## config.mk

```make
export PLATFORM = sky130hd
export DESIGN_NAME = gate_bist_ctrl
export DESIGN_NICKNAME = d
export VERILOG_FILES = /design/src/rtl/gate_bist_pkg.sv /design/src/rtl/gate_bist_ctrl_settle_timer.sv /design/src/rtl/gate_bist_ctrl.sv
export SDC_FILE = /design/constraint.sdc
export NUM_CORES = 1
export LEC_CHECK = 0
export BUFFER_PORTS_ARGS = -buffer_cell sky130_fd_sc_hd__buf_4
export CAP_MARGIN = 20
export CORE_AREA = 2 2 52 54
export DETAILED_ROUTE_END_ITERATION = 10
export DIE_AREA = 0 0 54 56
export GPL_ROUTABILITY_DRIVEN = 1
export GPL_TIMING_DRIVEN = 0
export PLACE_DENSITY = 0.55
export SKIP_CTS_REPAIR_TIMING = 1
export SLEW_MARGIN = 20
export SYNTH_ARGS = -nofsm -noshare
export SYNTH_HDL_FRONTEND = slang
export SYNTH_HIERARCHICAL = 1
export SYNTH_SLANG_ARGS = --single-unit
```

## constraint.sdc

```tcl
create_clock -name clk -period 2.2 [get_ports clk]
set_input_delay 0.33 -clock clk [delete_from_list [all_inputs] [get_ports clk]]
set_output_delay 0.33 -clock clk [all_outputs]
set_load 0.05 [all_outputs]
```

## src/rtl/gate_bist_pkg.sv

```systemverilog
// Shared types and truth-table constants for the gate BIST sequencer.
// Bit i of a truth constant is the expected output for input vector i.
package gate_bist_pkg;

  typedef enum logic [1:0] {
    IDLE   = 2'd0,
    SETTLE = 2'd1,
    SAMPLE = 2'd2,
    DONE   = 2'd3
  } bist_state_e;

  // Two-input gates: vector = {A,B}, B in the LSB
  localparam logic [3:0] TRUTH_NAND2 = 4'b0111;
  localparam logic [3:0] TRUTH_NOR2  = 4'b0001;
  localparam logic [3:0] TRUTH_AND2  = 4'b1000;

endpackage

```

## src/rtl/gate_bist_ctrl_settle_timer.sv

```systemverilog
// Loadable down-counter with a zero flag; parks at zero until reloaded.
// Shared by the gate BIST sequencers to time stimulus settling.
module bist_settle_timer #(
  parameter int W = 4
) (
  input  logic         clk,
  input  logic         rst,
  input  logic         load,
  input  logic [W-1:0] load_val,
  output logic         zero
);

  logic [W-1:0] r_cnt;

  always_ff @(posedge clk) begin
    if (rst) begin
      r_cnt <= '0;
    end else if (load) begin
      r_cnt <= load_val;
    end else if (r_cnt != '0) begin
      r_cnt <= r_cnt - 1'b1;
    end
  end

  assign zero = (r_cnt == '0);

endmodule

```

## src/rtl/gate_bist_ctrl.sv

```systemverilog
// BIST sequencer: walks a combinational gate through every input vector,
// lets each settle, compares against a truth constant and reports results.
module gate_bist_ctrl
  import gate_bist_pkg::*;
#(
  parameter int                          N_INPUTS      = 2,
  parameter int                          SETTLE_CYCLES = 2,
  parameter logic [(2**N_INPUTS)-1:0]    TRUTH         = TRUTH_NAND2
) (
  input  logic                    clk,
  input  logic                    rst,
  input  logic                    start,
  input  logic                    abort,
  output logic [N_INPUTS-1:0]     stim,
  input  logic                    resp,
  output logic                    busy,
  output logic                    done,
  output logic                    pass,
  output logic [(2**N_INPUTS)-1:0] fail_vec,
  output logic [N_INPUTS:0]       err_count
);

  localparam int NV = 2**N_INPUTS;
  localparam int SW = (SETTLE_CYCLES > 1) ? $clog2(SETTLE_CYCLES) : 1;
  localparam logic [SW-1:0]       SETTLE_LOAD = SW'(SETTLE_CYCLES - 1);
  localparam logic [N_INPUTS-1:0] VEC_LAST    = '1;

  bist_state_e           r_state;
  bist_state_e           w_next;
  logic [N_INPUTS-1:0]   r_vec;
  logic [NV-1:0]         r_fail_vec;
  logic [N_INPUTS:0]     r_err;
  logic                  r_pass;
  logic                  w_load;
  logic                  w_zero;
  logic                  w_last;
  logic                  w_miss;
  logic                  w_accept;

  assign w_accept = start && !abort;
  assign w_last   = (r_vec == VEC_LAST);
  assign w_miss   = (resp != TRUTH[r_vec]);

  bist_settle_timer #(
    .W (SW)
  ) u_timer (
    .clk      (clk),
    .rst      (rst),
    .load     (w_load),
    .load_val (SETTLE_LOAD),
    .zero     (w_zero)
  );

  always_ff @(posedge clk) begin
    if (rst) begin
      r_state <= IDLE;
    end else begin
      r_state <= w_next;
    end
  end

  always_comb begin
    w_next = r_state;
    w_load = 1'b0;
    unique case (r_state)
      IDLE: begin
        if (w_accept) begin
          w_next = SETTLE;
          w_load = 1'b1;
        end
      end
      SETTLE: begin
        if (abort) begin
          w_next = IDLE;
        end else if (w_zero) begin
          w_next = SAMPLE;
        end
      end
      SAMPLE: begin
        if (abort) begin
          w_next = IDLE;
        end else if (w_last) begin
          w_next = DONE;
        end else begin
          w_next = SETTLE;
          w_load = 1'b1;
        end
      end
      DONE: begin
        w_next = IDLE;
      end
      default: begin
        w_next = IDLE;
      end
    endcase
  end

  // Abort discards partial results so a cancelled run never looks valid
  always_ff @(posedge clk) begin
    if (rst) begin
      r_vec      <= '0;
      r_fail_vec <= '0;
      r_err      <= '0;
      r_pass     <= 1'b0;
    end else begin
      unique case (r_state)
        IDLE: begin
          if (w_accept) begin
            r_vec      <= '0;
            r_fail_vec <= '0;
            r_err      <= '0;
            r_pass     <= 1'b0;
          end
        end
        SETTLE: begin
          if (abort) begin
            r_fail_vec <= '0;
            r_err      <= '0;
            r_pass     <= 1'b0;
          end
        end
        SAMPLE: begin
          if (abort) begin
            r_fail_vec <= '0;
            r_err      <= '0;
            r_pass     <= 1'b0;
          end else begin
            if (w_miss) begin
              r_fail_vec[r_vec] <= 1'b1;
              r_err             <= r_err + 1'b1;
            end
            if (!w_last) begin
              r_vec <= r_vec + 1'b1;
            end
          end
        end
        DONE: begin
          r_pass <= (r_err == '0);
        end
        default: begin
          r_vec <= '0;
        end
      endcase
    end
  end

  assign busy      = (r_state == SETTLE) || (r_state == SAMPLE);
  assign done      = (r_state == DONE);
  assign stim      = busy ? r_vec : '0;
  assign pass      = r_pass;
  assign fail_vec  = r_fail_vec;
  assign err_count = r_err;

endmodule

```

Yosys cells after proc, flatten, opt, wreduce, memory -nomap -nowiden

Index checks and enable logic that the tools add are counted.

Output and inout port bits: 12
Bits in read-only memories: 0
Register bits: 13
RAM bits: 0
Input port bits: 5
Latch bits: 0
Memories: 0

Shift-type cells: 0
Divide/modulo/power cells: 0
Multipliers: 0
Add/sub/neg operators: 3
$lt $le $gt $ge: 2
Reductions and logical operators: 13
Mux-type cells: 34
Bitwise gates (word level): 1
Eq/ne operators: 12

Operators with widths:

| cell                                                                          | number |
|---|---|
| 2-bit 2-to-1 mux                                                              | 9 |
| 4-bit 2-to-1 mux                                                              | 4 |
| 3-bit 2-to-1 mux                                                              | 4 |
| 4-bit case mux with 3 select lines                                            | 1 |
| 1-bit 2-to-1 mux                                                              | 9 |
| 3-bit case mux with 3 select lines                                            | 1 |
| 2-bit != test (second input constant)                                         | 4 |
| 2-bit case mux with 4 select lines                                            | 1 |
| 4-bit AND reduction                                                           | 2 |
| 2-bit equality test (second input constant)                                   | 3 |
| 3-bit != test (second input constant)                                         | 2 |
| 4-bit bitwise OR                                                              | 1 |
| 2-bit case mux with 2 select lines                                            | 1 |
| 2-bit AND reduction                                                           | 2 |
| 3-bit by 1-bit adder with 3-bit output (second input constant)                | 1 |
| 3-bit zero test                                                               | 1 |
| 2-bit by 3-bit less-than comparator with 1-bit output (second input constant) | 1 |
| 1-bit case mux with 3 select lines                                            | 1 |
| 3-bit nonzero test                                                            | 1 |
| 2-bit by 1-bit adder with 2-bit output (second input constant)                | 1 |
| 1-bit binary-select mux with 2-bit select                                     | 1 |
| 1-bit demux with 2-bit select                                                 | 1 |
| 2-bit by 1-bit equality test with 1-bit output (second input constant)        | 1 |
| 2-bit by 1-bit >= comparator with 1-bit output (second input constant)        | 1 |
| 10 further kinds                                                              | 11 |

Depth between registers and ports, before layout

Gate-level depths: netlist of the first run.

Depth in word-level cells: 8
Mapped depth: 7
Gate-level depth less buffers: 6

Cells and area by module

Netlist of the first run, hierarchy kept.

By module, submodules not included:

| module            | area each (um^2) | cells an instance | seq. area each (um^2) | times used |
|---|---|---|---|---|
| gate_bist_ctrl    | 750.7            | 91                | 240.2                 | 1 |
| bist_settle_timer | 32.5             | 3                 | 20.0                  | 1 |

Worst setup path after synthesis of the first run

OpenSTA, ideal clock, no wires.

Path type: flip-flop to output port
From: reg r_state[0]
To: out stim[0]
Cell stages (with the launch flop): 4
Data arrival time: 1,494 ps
Path slack: 376 ps
Path buffers: 0
Path through: dfxtp_1 > inv_1 > ha_1 > and2_1

Word-level cells in the longest chain between the ends: 3
Elaborated cells on any way between the ends: 4
Classes of those cells: eq/ne (2); mux (1); reduce/logical (1)

Ends and longest elaborated chain:

| element                                                                               | line                  | source |
|---|---|---|
| start: declaration                                                                    | gate_bist_ctrl.sv:28  | `bist_state_e r_state;` |
| start signal: assignment                                                              | gate_bist_ctrl.sv:58  | `r_state <= w_next;` |
| 2-bit by 1-bit equality test with 1-bit output or 2-bit equality test (tied branches) | gate_bist_ctrl.sv:147 | `assign busy = (r_state == SETTLE) \|\| (r_state == SAMPLE);` |
| 1-bit logical OR *                                                                    | gate_bist_ctrl.sv:147 |  |
| named net busy                                                                        | gate_bist_ctrl.sv:16  | `output logic busy,` |
| 2-bit 2-to-1 mux *                                                                    | gate_bist_ctrl.sv:149 | `assign stim = busy ? r_vec : '0;` |
| end: declaration                                                                      | gate_bist_ctrl.sv:14  | `output logic [N_INPUTS-1:0] stim,` |

Mark *: on every way through the listed nets, which the timed path passes. The rest lies on a longest branch.

Worst setup path after layout of the first run

From: reg r_state[0]
To: reg r_err[2] (netlist: err_count[2])

Word-level cells in the longest chain between the ends: 3
Elaborated cells on any way between the ends: 9
Classes of those cells: eq/ne (5); mux (1); reduce/logical (3)

Ends and longest elaborated chain:

| element                                         | line                  | source |
|---|---|---|
| 2-bit equality test (tied with other cells)     | gate_bist_ctrl.sv:106 | `unique case (r_state)` |
| 3-bit != test (no line) (tied with other cells) | -                     |  |
| 4-bit AND reduction (no line)                   | -                     |  |
| end signal: assignment                          | gate_bist_ctrl.sv:130 | `r_err <= r_err + 1'b1;` |
| end: declaration                                | gate_bist_ctrl.sv:32  | `logic [N_INPUTS:0] r_err;` |

Parallel ways exist; a longest one is shown, timed or not.
A chain may end at the register's enable or synchronous reset.

==> results.txt, run 1 <==
----------------------------------------------------
[Status]
  Outcome ... complete, no violations

[Clock network]
  Clock Sink Count ... 13
  Maximum number of buffers from clock root to sink ... 2
  # H-tree levels ... 1
  Clk slew on worst S/H paths ... 0.09 ns
  Total clock buffers created by CTS ... 3
  Root buffer selected by CTS ... clkbuf_4
  Clock tree from TritonCTS ... built
  Clk Latency, worst-skew pair ... 0.27 ns

[Worst setup path]
  Cell at the slowest stage of the critical path ... or4_1
  CP Max Fanout ... 8
  Crit end category ... register
  Worst path required time ... 2.41 ns
  Critical path arrival ... 2.15 ns
  Maximum single-stage delay on the critical path ... 0.51 ns
  Worst r2r path cells ... 6
  Worst path cell trace ... inv_1, ha_1, clkbuf_1, a211o_1, or4_1, a21oi_1
  Worst setup SP type ... register
  Classification of the worst setup path ... register to register

[Routing]
  Average via count per standard cell ... about 4.6
  Initial DRC Count ... 7
  DRC viols ... 0
  Per-cell routed wire length ... about 12 um
  Total iterations of the first detailed-routing run ... 4
  Total number of vias ... 666
  Count of nets left with antenna violations after detail routing ... 0
  Routed WL ... 1.673 mm

[STA]
  Worst Skew ... 0.001337 ns
  Post-route minimum period ... 1.938 ns
  Setup violation total in the final timing report ... 0
  Final hold slack ... 0.3289 ns
  Final number of max-transition violations ... 0
  Final Hold Fails ... 0
  Max transition margin ... between 60 and 70%
  Setup total negative slack ... 0 ns
  Slew at the pin closest to its max-slew limit ... ~0.6 ns
  Final setup margin ... 0.2617 ns
  Unrepaired setup endpoints after global routing ... no
  F_max ... around 0.52 GHz
  Period Utilization, post-route ... 88.10%

[Global routing]
  Total congestion overflow ... 0
  Global router's overall resource usage ... 12.66%
  Largest net degree at the start of global routing ... 10
  Initial antenna violation count ... 0
  Number of global-route vias before repair ... between 600 and 700
  Wire length of the first global-routing pass ... between 2 and 3 mm

[Power and ir drop]
  Reported net switching power ... 0.1667 mW
  Internal ... ~0.36 mW
  Leakage dissipation ... 0.4084 nW
  Clk network pwr share ... 29.0%
  Part of the power in registers ... 46.9%
  Net Sw Frac ... 31.65%
  Combinational group share of total power ... 24.1%
  Total power ... between 0.5 and 0.6 mW
  Pwr/cell area ... 544.6 mW/mm^2
  Peak supply drop ... 257.9 uV

[Yosys]
  Synth top area cells ... dfxtp_1 33%, ha_1 16%, a21oi_1 7.0%
  Number of flops mapped to enable cells by yosys ... 0
  Number of distinct library cells after synthesis ... 30
  Gate count of the mapped netlist ... 94
  Portion of synthesized cell area occupied by the leading cell type ... 33.23%
  Share of flip-flops with an asynchronous set or reset after synthesis ... 0%
  Cell type with the largest total area after synthesis ... dfxtp_1
  Synthesis warning total ... 6
  Syn nets ... 109
  Synth Flop Type ... dfxtp_1
  Register area share after synthesis ... 33.23%
  Synthesized area ... 783.3 sq um
  FF+latch count, synth ... 13
  Mean Syn Cell Area ... 8.332 sq um

[Final layout]
  Footprint of the flip-flops and latches ... between 200 and 300 sq um
  Fraction of layout cells with a size suffix above 1 ... 19.30%
  Fillcell total ... 264
  Area used by multi-input combinational logic ... 489.2 sq um
  Final cell utilization of the core ... ~40%
  Final standard cell area without fillers ... 967.2 sq um
  Most frequent cells in the layout ... 16 x buf_4, 13 x dfxtp_1, 11 x a21oi_1, 11 x nor2_1, 10 x ha_1
  Area overhead of the layout relative to synthesis ... 23.48%
  Number of cells in the finished layout apart from fillers ... 144
  Number of antenna diodes ... 0
  Most common cell after layout, fill and taps aside ... buf_4
  Number of nets in the layout ... 130

[Hold path]
  Number of cells on the worst hold path ... 2
  Path category of the worst min-delay check ... input pin to register

[Placed design]
  Final weighted congestion in routability-driven placement ... approximately 0.68
  Worst slack, placed ... roughly 0.27 ns
  # port buffers ... 16
  Instance count after placement with tap cells included ... 140
  Post-detail-place hpwl ... about 1.3 mm
  Cell area after placement ... roughly 940 sq um

[Floorplanning]
  Die area ... 0.003024 sq mm
  DIE HEIGHT ... 56 um
  I/O pin total ... 17
  Placement row count ... 18
  Horizontal die dimension ... 54 um
  Core ar. ... 0.002432 sq mm
  Initial standard-cell utilization of the core ... 32.20%

[Flow run]
  Max-cap viol count ... 0

----------------------------------------------------
-- cells by family (layout without fill, tap and decap cells) --
| logic type | count (synthesis) | after routing | share of synthesized area, % |
|---|---|---|---|
| and+or+nand+nor | 36 | 36 | 23.80 |
| AOI/OAI and AO/OA | 21 | 21 | 17.25 |
| DFF | 13 | 13 | 33.23 |
| adders and majority gates | 10 | 10 | 15.97 |
| buffers and inverters | 9 | 29 | 4.313 |
| xor gates and xnor gates | 2 | 2 | 2.237 |
| muxes | 2 | 2 | 2.716 |
| other | 1 | 1 | 0.4788 |
-- flip-flops by register name (all words and copies together) (netlist names) --
name,cells
fail_vec,4
err_count,3
r_state,2
r_vec,2
pass,1
u_timer/r_cnt,1
-- layout make-up --
type / instances / area share, %
inverter: 7 / 2.717
timing repair buffer: 16 / 12.42
tap: 30 / 3.881
clock buffer: 4 / 2.717
sequential: 13 / 26.91
multi-input combinational: 72 / 50.58
buffer: 2 / 0.7762
-- path summary, 6_finish.rpt --
path,from,endpoint,slack [ns]
setup / recovery,r_state[0],err_count[2],0.26
hold / removal,rst,u_timer/r_cnt,0.33
setup reg to reg,r_state[0],err_count[2],0.26
hold reg to reg,fail_vec[2],fail_vec[2],0.48
-- per-layer routing --
metal	up-vias	part of all wire, %	GRT usage (%)
li1	356	-	-
met5	-	0	0
met2	19	45	18.47
met1	289	49	16.78
met4	0	1.6	7.500
met3	2	4.7	2.419
-- power groups by stage --
stage	combinational [mW]	sequential, mW	clock [mW]
5_1_grt	0.141	0.248	0.168
4_1_cts	0.128	0.247	0.157
3_3_place_gp	0.127	0.252	0
2_1_floorplan	0.0873	0.258	0
3_5_place_dp	0.127	0.252	0
6_report	0.127	0.247	0.153
-- critical path: cells and delay by family, from the launching register on --
family | cells | cell delay, ns
compound gates | 2 | 0.51
fa+ha+maj | 1 | 0.19
buf+inv | 2 | 0.27
flops | 1 | 0.39
simple gates | 1 | 0.51
-- Yosys cell counts (2+ instances only) --
| cell | n |
|---|---|
| ha_1 | 10 |
| inv_1 | 7 |
| a21oi_1 | 11 |
| nor3_1 | 2 |
| nor2_1 | 11 |
| o21ai_0 | 4 |
| nand2_1 | 8 |
| nor2b_1 | 3 |
| nand2b_1 | 3 |
| nand3_1 | 2 |
| dfxtp_1 | 13 |
| and2_1 | 2 |
No activity file was read; power rests on OpenSTA's default activity.
==> run 2, diff against run 1 <==
--- a/config.mk
+++ b/config.mk
@@ -5,14 +5,14 @@
 export SDC_FILE = /design/constraint.sdc
 export NUM_CORES = 1
 export LEC_CHECK = 0
-export BUFFER_PORTS_ARGS = -buffer_cell sky130_fd_sc_hd__buf_4
+export BUFFER_PORTS_ARGS = -buffer_cell sky130_fd_sc_hd__buf_2
 export CAP_MARGIN = 20
-export CORE_AREA = 2 2 52 54
+export CORE_AREA = 2 2 59 61
 export DETAILED_ROUTE_END_ITERATION = 10
-export DIE_AREA = 0 0 54 56
+export DIE_AREA = 0 0 61 63
 export GPL_ROUTABILITY_DRIVEN = 1
 export GPL_TIMING_DRIVEN = 0
-export PLACE_DENSITY = 0.55
+export PLACE_DENSITY = 0.45
 export SKIP_CTS_REPAIR_TIMING = 1
 export SLEW_MARGIN = 20
 export SYNTH_ARGS = -nofsm -noshare
==> results.txt, run 2 (same netlist as run 1, synthesis figures left out) <==
----------------------------------------------------
[STA]
  Slew at the pin closest to its max-slew limit ... 0.5749 ns
  Final hold slack ... about 0.33 ns
  Setup total negative slack ... 0 ns
  Final Hold Fails ... 0
  Final number of max-transition violations ... 0
  Setup violation total in the final timing report ... 0
  Post-route minimum period ... 1.951 ns
  F_max ... 0.5127 GHz
  Period Utilization, post-route ... between 80 and 90%
  Max transition margin ... 61.60%
  Unrepaired setup endpoints after global routing ... no
  Worst Skew ... 0.001787 ns

[Power and ir drop]
  Combinational group share of total power ... around a quarter
  Reported net switching power ... 0.1690 mW
  Clk network pwr share ... 29.1%
  Total power ... about 0.52 mW
  Net Sw Frac ... 32.45%
  Internal ... roughly 0.35 mW
  Part of the power in registers ... 47.4%
  Pwr/cell area ... 549.2 mW/mm^2
  Leakage dissipation ... 0.4088 nW
  Peak supply drop ... 241.5 uV

[Flow run]
  Max-cap viol count ... 0

[Placed design]
  # port buffers ... 16
  Cell area after placement ... 920.9 sq um
  Final weighted congestion in routability-driven placement ... 0.8248
  Post-detail-place hpwl ... roughly 1.3 mm

[Floorplanning]
  DIE HEIGHT ... 63 um
  Initial standard-cell utilization of the core ... 24.24%
  I/O pin total ... 17
  Die area ... 0.003843 sq mm
  Horizontal die dimension ... 61 um
  Core ar. ... roughly 0.0032 sq mm
  Placement row count ... 21

[Worst setup path]
  CP Max Fanout ... 8
  Worst setup SP type ... register
  Worst path required time ... 2.41 ns
  Classification of the worst setup path ... register to register
  Cell at the slowest stage of the critical path ... or4_1
  Worst path cell trace ... inv_1, ha_1, clkbuf_1, a211o_1, or4_1, a21oi_1
  Crit end category ... register
  Maximum single-stage delay on the critical path ... 0.51 ns
  Critical path arrival ... 2.16 ns

[Global routing]
  Largest net degree at the start of global routing ... 10
  Wire length of the first global-routing pass ... 2.967 mm
  Total congestion overflow ... 0
  Global router's overall resource usage ... 10.27%
  Initial antenna violation count ... 0
  Number of global-route vias before repair ... 681

[Routing]
  Routed WL ... 1.673 mm
  DRC viols ... 0
  Initial DRC Count ... 47
  Total number of vias ... 680
  Average via count per standard cell ... 4.250
  Total iterations of the first detailed-routing run ... 4
  Count of nets left with antenna violations after detail routing ... 0
  Per-cell routed wire length ... 10.46 um

[Final layout]
  Most common cell after layout, fill and taps aside ... buf_2
  Number of nets in the layout ... 130
  Area overhead of the layout relative to synthesis ... 21.09%
  Final standard cell area without fillers ... about 950 sq um
  Fraction of layout cells with a size suffix above 1 ... 20.18%
  Number of antenna diodes ... 0
  Most frequent cells in the layout ... 16 x buf_2, 13 x dfxtp_1, 11 x a21oi_1, 11 x nor2_1, 10 x ha_1
  Fillcell total ... 370
  Flip-flop count of the largest register after layout ... 4

[Clock network]
  Maximum number of buffers from clock root to sink ... 2
  Root buffer selected by CTS ... clkbuf_4
  Clk Latency, worst-skew pair ... 0.28 ns
  Clk slew on worst S/H paths ... 0.09 ns
  Total clock buffers created by CTS ... 3
  # H-tree levels ... 1
  Clock tree from TritonCTS ... built
  Clock Sink Count ... 13

[Hold path]
  Path category of the worst min-delay check ... input pin to register

[Status]
  Outcome ... complete, no violations

----------------------------------------------------
run 2: cell types whose count changed in the layout (fill, tap and decap cells not counted), sizes merged:
cell | before | now
clkinv | 0 | 1
clkbuf | 5 | 4
run 2: path summary, 6_finish.rpt:
kind	slack [ns]	to	start	cells after the start
worst min-delay path	0.33	u_timer/r_cnt	rst	2
worst max register to register	0.25	err_count[2]	r_state[0]	6
worst min register to register	0.49	fail_vec[0]	fail_vec[0]	2
worst max-delay path	0.25	err_count[2]	r_state[0]	6
run 2: power by group through the flow:
stage | combinational [mW] | clock [mW] | sequential (mW)
finish | 0.122 | 0.152 | 0.247
global route | 0.136 | 0.173 | 0.248
CTS | 0.123 | 0.160 | 0.247
detailed placement | 0.123 | 0 | 0.252
global placement | 0.123 | 0 | 0.252
floorplan | 0.0873 | 0 | 0.258
run 2: routing by layer:
layer	up-vias	global-route usage (%)	share of wire, %
li1	353	-	-
met4	0	2.446	0.84
met3	2	3.727	4.2
met2	14	15.46	44
met1	311	13.82	51
met5	-	0	0
run 2: through the flow:
stage	utilization, %	cells	setup WS, ns
after global routing	29.35	160	0.1150
after detailed placement	28.49	156	0.2646
after global placement	28.49	156	0.3113
after CTS	29.35	160	0.2467
after floorplan	-	94	0.3757
final	29.35	160	0.2494
run 2: area by class of cell:
type / count / area, sq um / area share (%)
multi-input cells: 72 / 489.2 / 51.58
repair buffers: 16 / 80.08 / 8.443
clock inverters: 1 / 5.005 / 0.5277
inverters: 7 / 26.28 / 2.770
well taps: 46 / 57.56 / 6.069
clock buffers: 3 / 22.52 / 2.375
plain buffers: 2 / 7.507 / 0.7916
flip-flops and latches: 13 / 260.3 / 27.44
run 2: critical path, delay by kind of cell (launching register included):
family / cells / cell delay (ns)
AOI/OAI and AO/OA: 2 / 0.50
adders and majority gates: 1 / 0.19
and+or+nand+nor: 1 / 0.51
DFF: 1 / 0.40
buffers and inverters: 2 / 0.28
==> run 3, diff against run 2 <==
--- a/config.mk
+++ b/config.mk
@@ -5,14 +5,15 @@
 export SDC_FILE = /design/constraint.sdc
 export NUM_CORES = 1
 export LEC_CHECK = 0
+export ABC_AREA = 1
 export BUFFER_PORTS_ARGS = -buffer_cell sky130_fd_sc_hd__buf_2
 export CAP_MARGIN = 20
-export CORE_AREA = 2 2 59 61
+export CORE_AREA = 2 2 53 75
 export DETAILED_ROUTE_END_ITERATION = 10
-export DIE_AREA = 0 0 61 63
+export DIE_AREA = 0 0 55 77
 export GPL_ROUTABILITY_DRIVEN = 1
 export GPL_TIMING_DRIVEN = 0
-export PLACE_DENSITY = 0.45
+export PLACE_DENSITY = 0.44
 export SKIP_CTS_REPAIR_TIMING = 1
 export SLEW_MARGIN = 20
 export SYNTH_ARGS = -nofsm -noshare
==> results.txt, run 3 <==
----------------------------------------------------
[Placed design]
  Post-detail-place hpwl ... 1.455 mm
  Cell area after placement ... 987.2 sq um
  Worst slack, placed ... 0.6987 ns
  # port buffers ... 16
  Final weighted congestion in routability-driven placement ... between 0.8 and 0.9

[Worst setup path]
  Classification of the worst setup path ... register to output pin
  Cell with the most instances on the worst path ... inv_1
  Cell at the slowest stage of the critical path ... dfxtp_1
  Crit end category ... output pin
  Worst reg2reg setup slack ... 0.72 ns
  Critical path arrival ... 1.44 ns
  Maximum single-stage delay on the critical path ... 0.38 ns
  Worst path required time ... 1.87 ns
  Worst setup SP type ... register
  CP Max Fanout ... 4
  Buffers plus inverters on the worst setup path ... 3
  Worst path top cell family by delay ... flip-flops
  Worst path cell trace ... inv_1, ha_1, nand2_1, inv_1, buf_2

[Yosys]
  Synth Flop Type ... dfxtp_1
  Most numerous cell in the Yosys netlist ... nand2_1
  Share of flip-flops with an asynchronous set or reset after synthesis ... 0%
  Portion of synthesized cell area occupied by the leading cell type ... approximately 30%
  Register area share after synthesis ... around 30%
  Number of distinct library cells after synthesis ... 19
  Gate count of the mapped netlist ... 123
  Cell type with the largest total area after synthesis ... dfxtp_1
  Synthesized area ... 854.6 sq um
  Syn nets ... 138
  Synth top area cells ... dfxtp_1 30%, ha_1 15%, nand2_1 14%
  Synthesis warning total ... 6
  Mean Syn Cell Area ... 6.948 sq um
  FF+latch count, synth ... 13
  Number of flops mapped to enable cells by yosys ... 0
  Cell types with the highest counts after synthesis ... 32 x nand2_1, 22 x inv_1, 13 x dfxtp_1, 11 x nor2_1, 10 x ha_1

[Routing]
  Total iterations of the first detailed-routing run ... 4
  Average via count per standard cell ... 4.238
  DRC viols ... 0
  Per-cell routed wire length ... 9.578 um
  Initial DRC Count ... 8
  Total number of vias ... between 700 and 800
  Routed WL ... 1.772 mm
  Count of nets left with antenna violations after detail routing ... 0

[Clock network]
  Clk Latency, worst-skew pair ... around 0.24 ns
  Root buffer selected by CTS ... clkbuf_8
  Maximum number of buffers from clock root to sink ... 2
  Clock Sink Count ... 13
  Clk slew on worst S/H paths ... 0.06 ns
  Total clock buffers created by CTS ... 3
  # H-tree levels ... 1
  Clock tree from TritonCTS ... built

[Final layout]
  Final cell utilization of the core ... 28.85%
  Number of antenna diodes ... 0
  Number of nets in the layout ... approximately 160
  Final standard cell area without fillers ... 0.001032 sq mm
  Fraction of layout cells with a size suffix above 1 ... roughly a quarter
  Footprint of the flip-flops and latches ... 260.3 sq um
  Fillcell total ... 407
  Most common cell after layout, fill and taps aside ... nand2_1
  Area used by multi-input combinational logic ... 500.5 sq um
  Flip-flop count of the largest register after layout ... 4
  Most frequent cells in the layout ... 32 x nand2_1, 22 x inv_1, 16 x buf_2
  Area overhead of the layout relative to synthesis ... 20.79%

[Floorplanning]
  I/O pin total ... 17
  Initial standard-cell utilization of the core ... 23.88%
  Placement row count ... 26
  Horizontal die dimension ... 55 um
  DIE HEIGHT ... between 70 and 80 um
  Core ar. ... 0.003578 sq mm
  Die area ... 0.004235 sq mm

[Global routing]
  Number of global-route vias before repair ... 716
  Global router's overall resource usage ... 9.711%
  Initial antenna violation count ... 0
  Largest net degree at the start of global routing ... 9
  Wire length of the first global-routing pass ... 3.022 mm
  Total congestion overflow ... 0

[STA]
  Setup total negative slack ... 0 ns
  Unrepaired setup endpoints after global routing ... no
  Post-route minimum period ... 1.769 ns
  F_max ... 0.5654 GHz
  Final setup margin ... between 0.4 and 0.5 ns
  Worst Skew ... 0.002100 ns
  Setup violation total in the final timing report ... 0
  Period Utilization, post-route ... 80.39%
  Final number of max-transition violations ... 0
  Final Hold Fails ... 0

[Power and ir drop]
  Pwr/cell area ... 748.6 mW/mm^2
  Peak supply drop ... 310.7 uV
  Leakage dissipation ... between 0.5 and 0.6 nW

[Hold path]
  Path category of the worst min-delay check ... input pin to register

[Status]
  Outcome ... complete, no violations

[Flow run]
  Max-cap viol count ... 0

----------------------------------------------------
run 3: final timing paths:
check,start,to,depth (start not counted)
setup / recovery,r_state[1],stim[0],5
setup reg to reg,r_state[0],r_vec[1],11
hold / removal,rst,u_timer/r_cnt,2
hold reg to reg,fail_vec[0],fail_vec[0],2
run 3: report_power, final:
group / internal (mW) / switching, mW / total (mW)
Sequential: 0.261 / 0.0199 / 0.280
Clock: 0.128 / 0.0917 / 0.220
Combinational: 0.0785 / 0.194 / 0.272
run 3: logic make-up after synthesis:
family / share of synthesized area, %
simple gates: 34.11
fa+ha+maj: 14.64
other cells: 0.4388
compound gates: 9.371
buf+inv: 10.98
flops: 30.45
run 3: metal layers:
metal	vias to the layer above	GRT usage, %	wire [um]
met5	-	0	0
met4	0	5.854	46
met3	5	2.529	87
met2	15	15.48	845
met1	354	10.99	793
li1	410	-	-
run 3: layout make-up:
type                       count  area share, %
inverter                      25          9.091
multi-input combinational     85          48.48
clock buffer                   4          4.364
timing repair buffer          16          7.758
sequential                    13          25.21
tap                           42          5.091
run 3: metrics by stage:
| step | power [mW] | cells | hold slack [ns] |
|---|---|---|---|
| 2_1_floorplan | 0.5025 | 123 | 0.3969 |
| 3_3_place_gp | 0.5590 | 181 | 0.4375 |
| 3_5_place_dp | 0.5619 | 181 | 0.4394 |
| 4_1_cts | 0.7881 | 185 | 0.2665 |
| 5_1_grt | 0.8311 | 185 | 0.2707 |
| 6_report | 0.7727 | 185 | 0.2697 |
run 3: worst reg2reg max path, delay by kind of cell (launching register included):
| kind | cells | cell delay (ns) |
|---|---|---|
| flip-flops | 1 | 0.32 |
| AND/OR/NAND/NOR | 7 | 0.56 |
| buffers and inverters | 3 | 0.26 |
| adder cells (fa/ha/maj) | 1 | 0.24 |
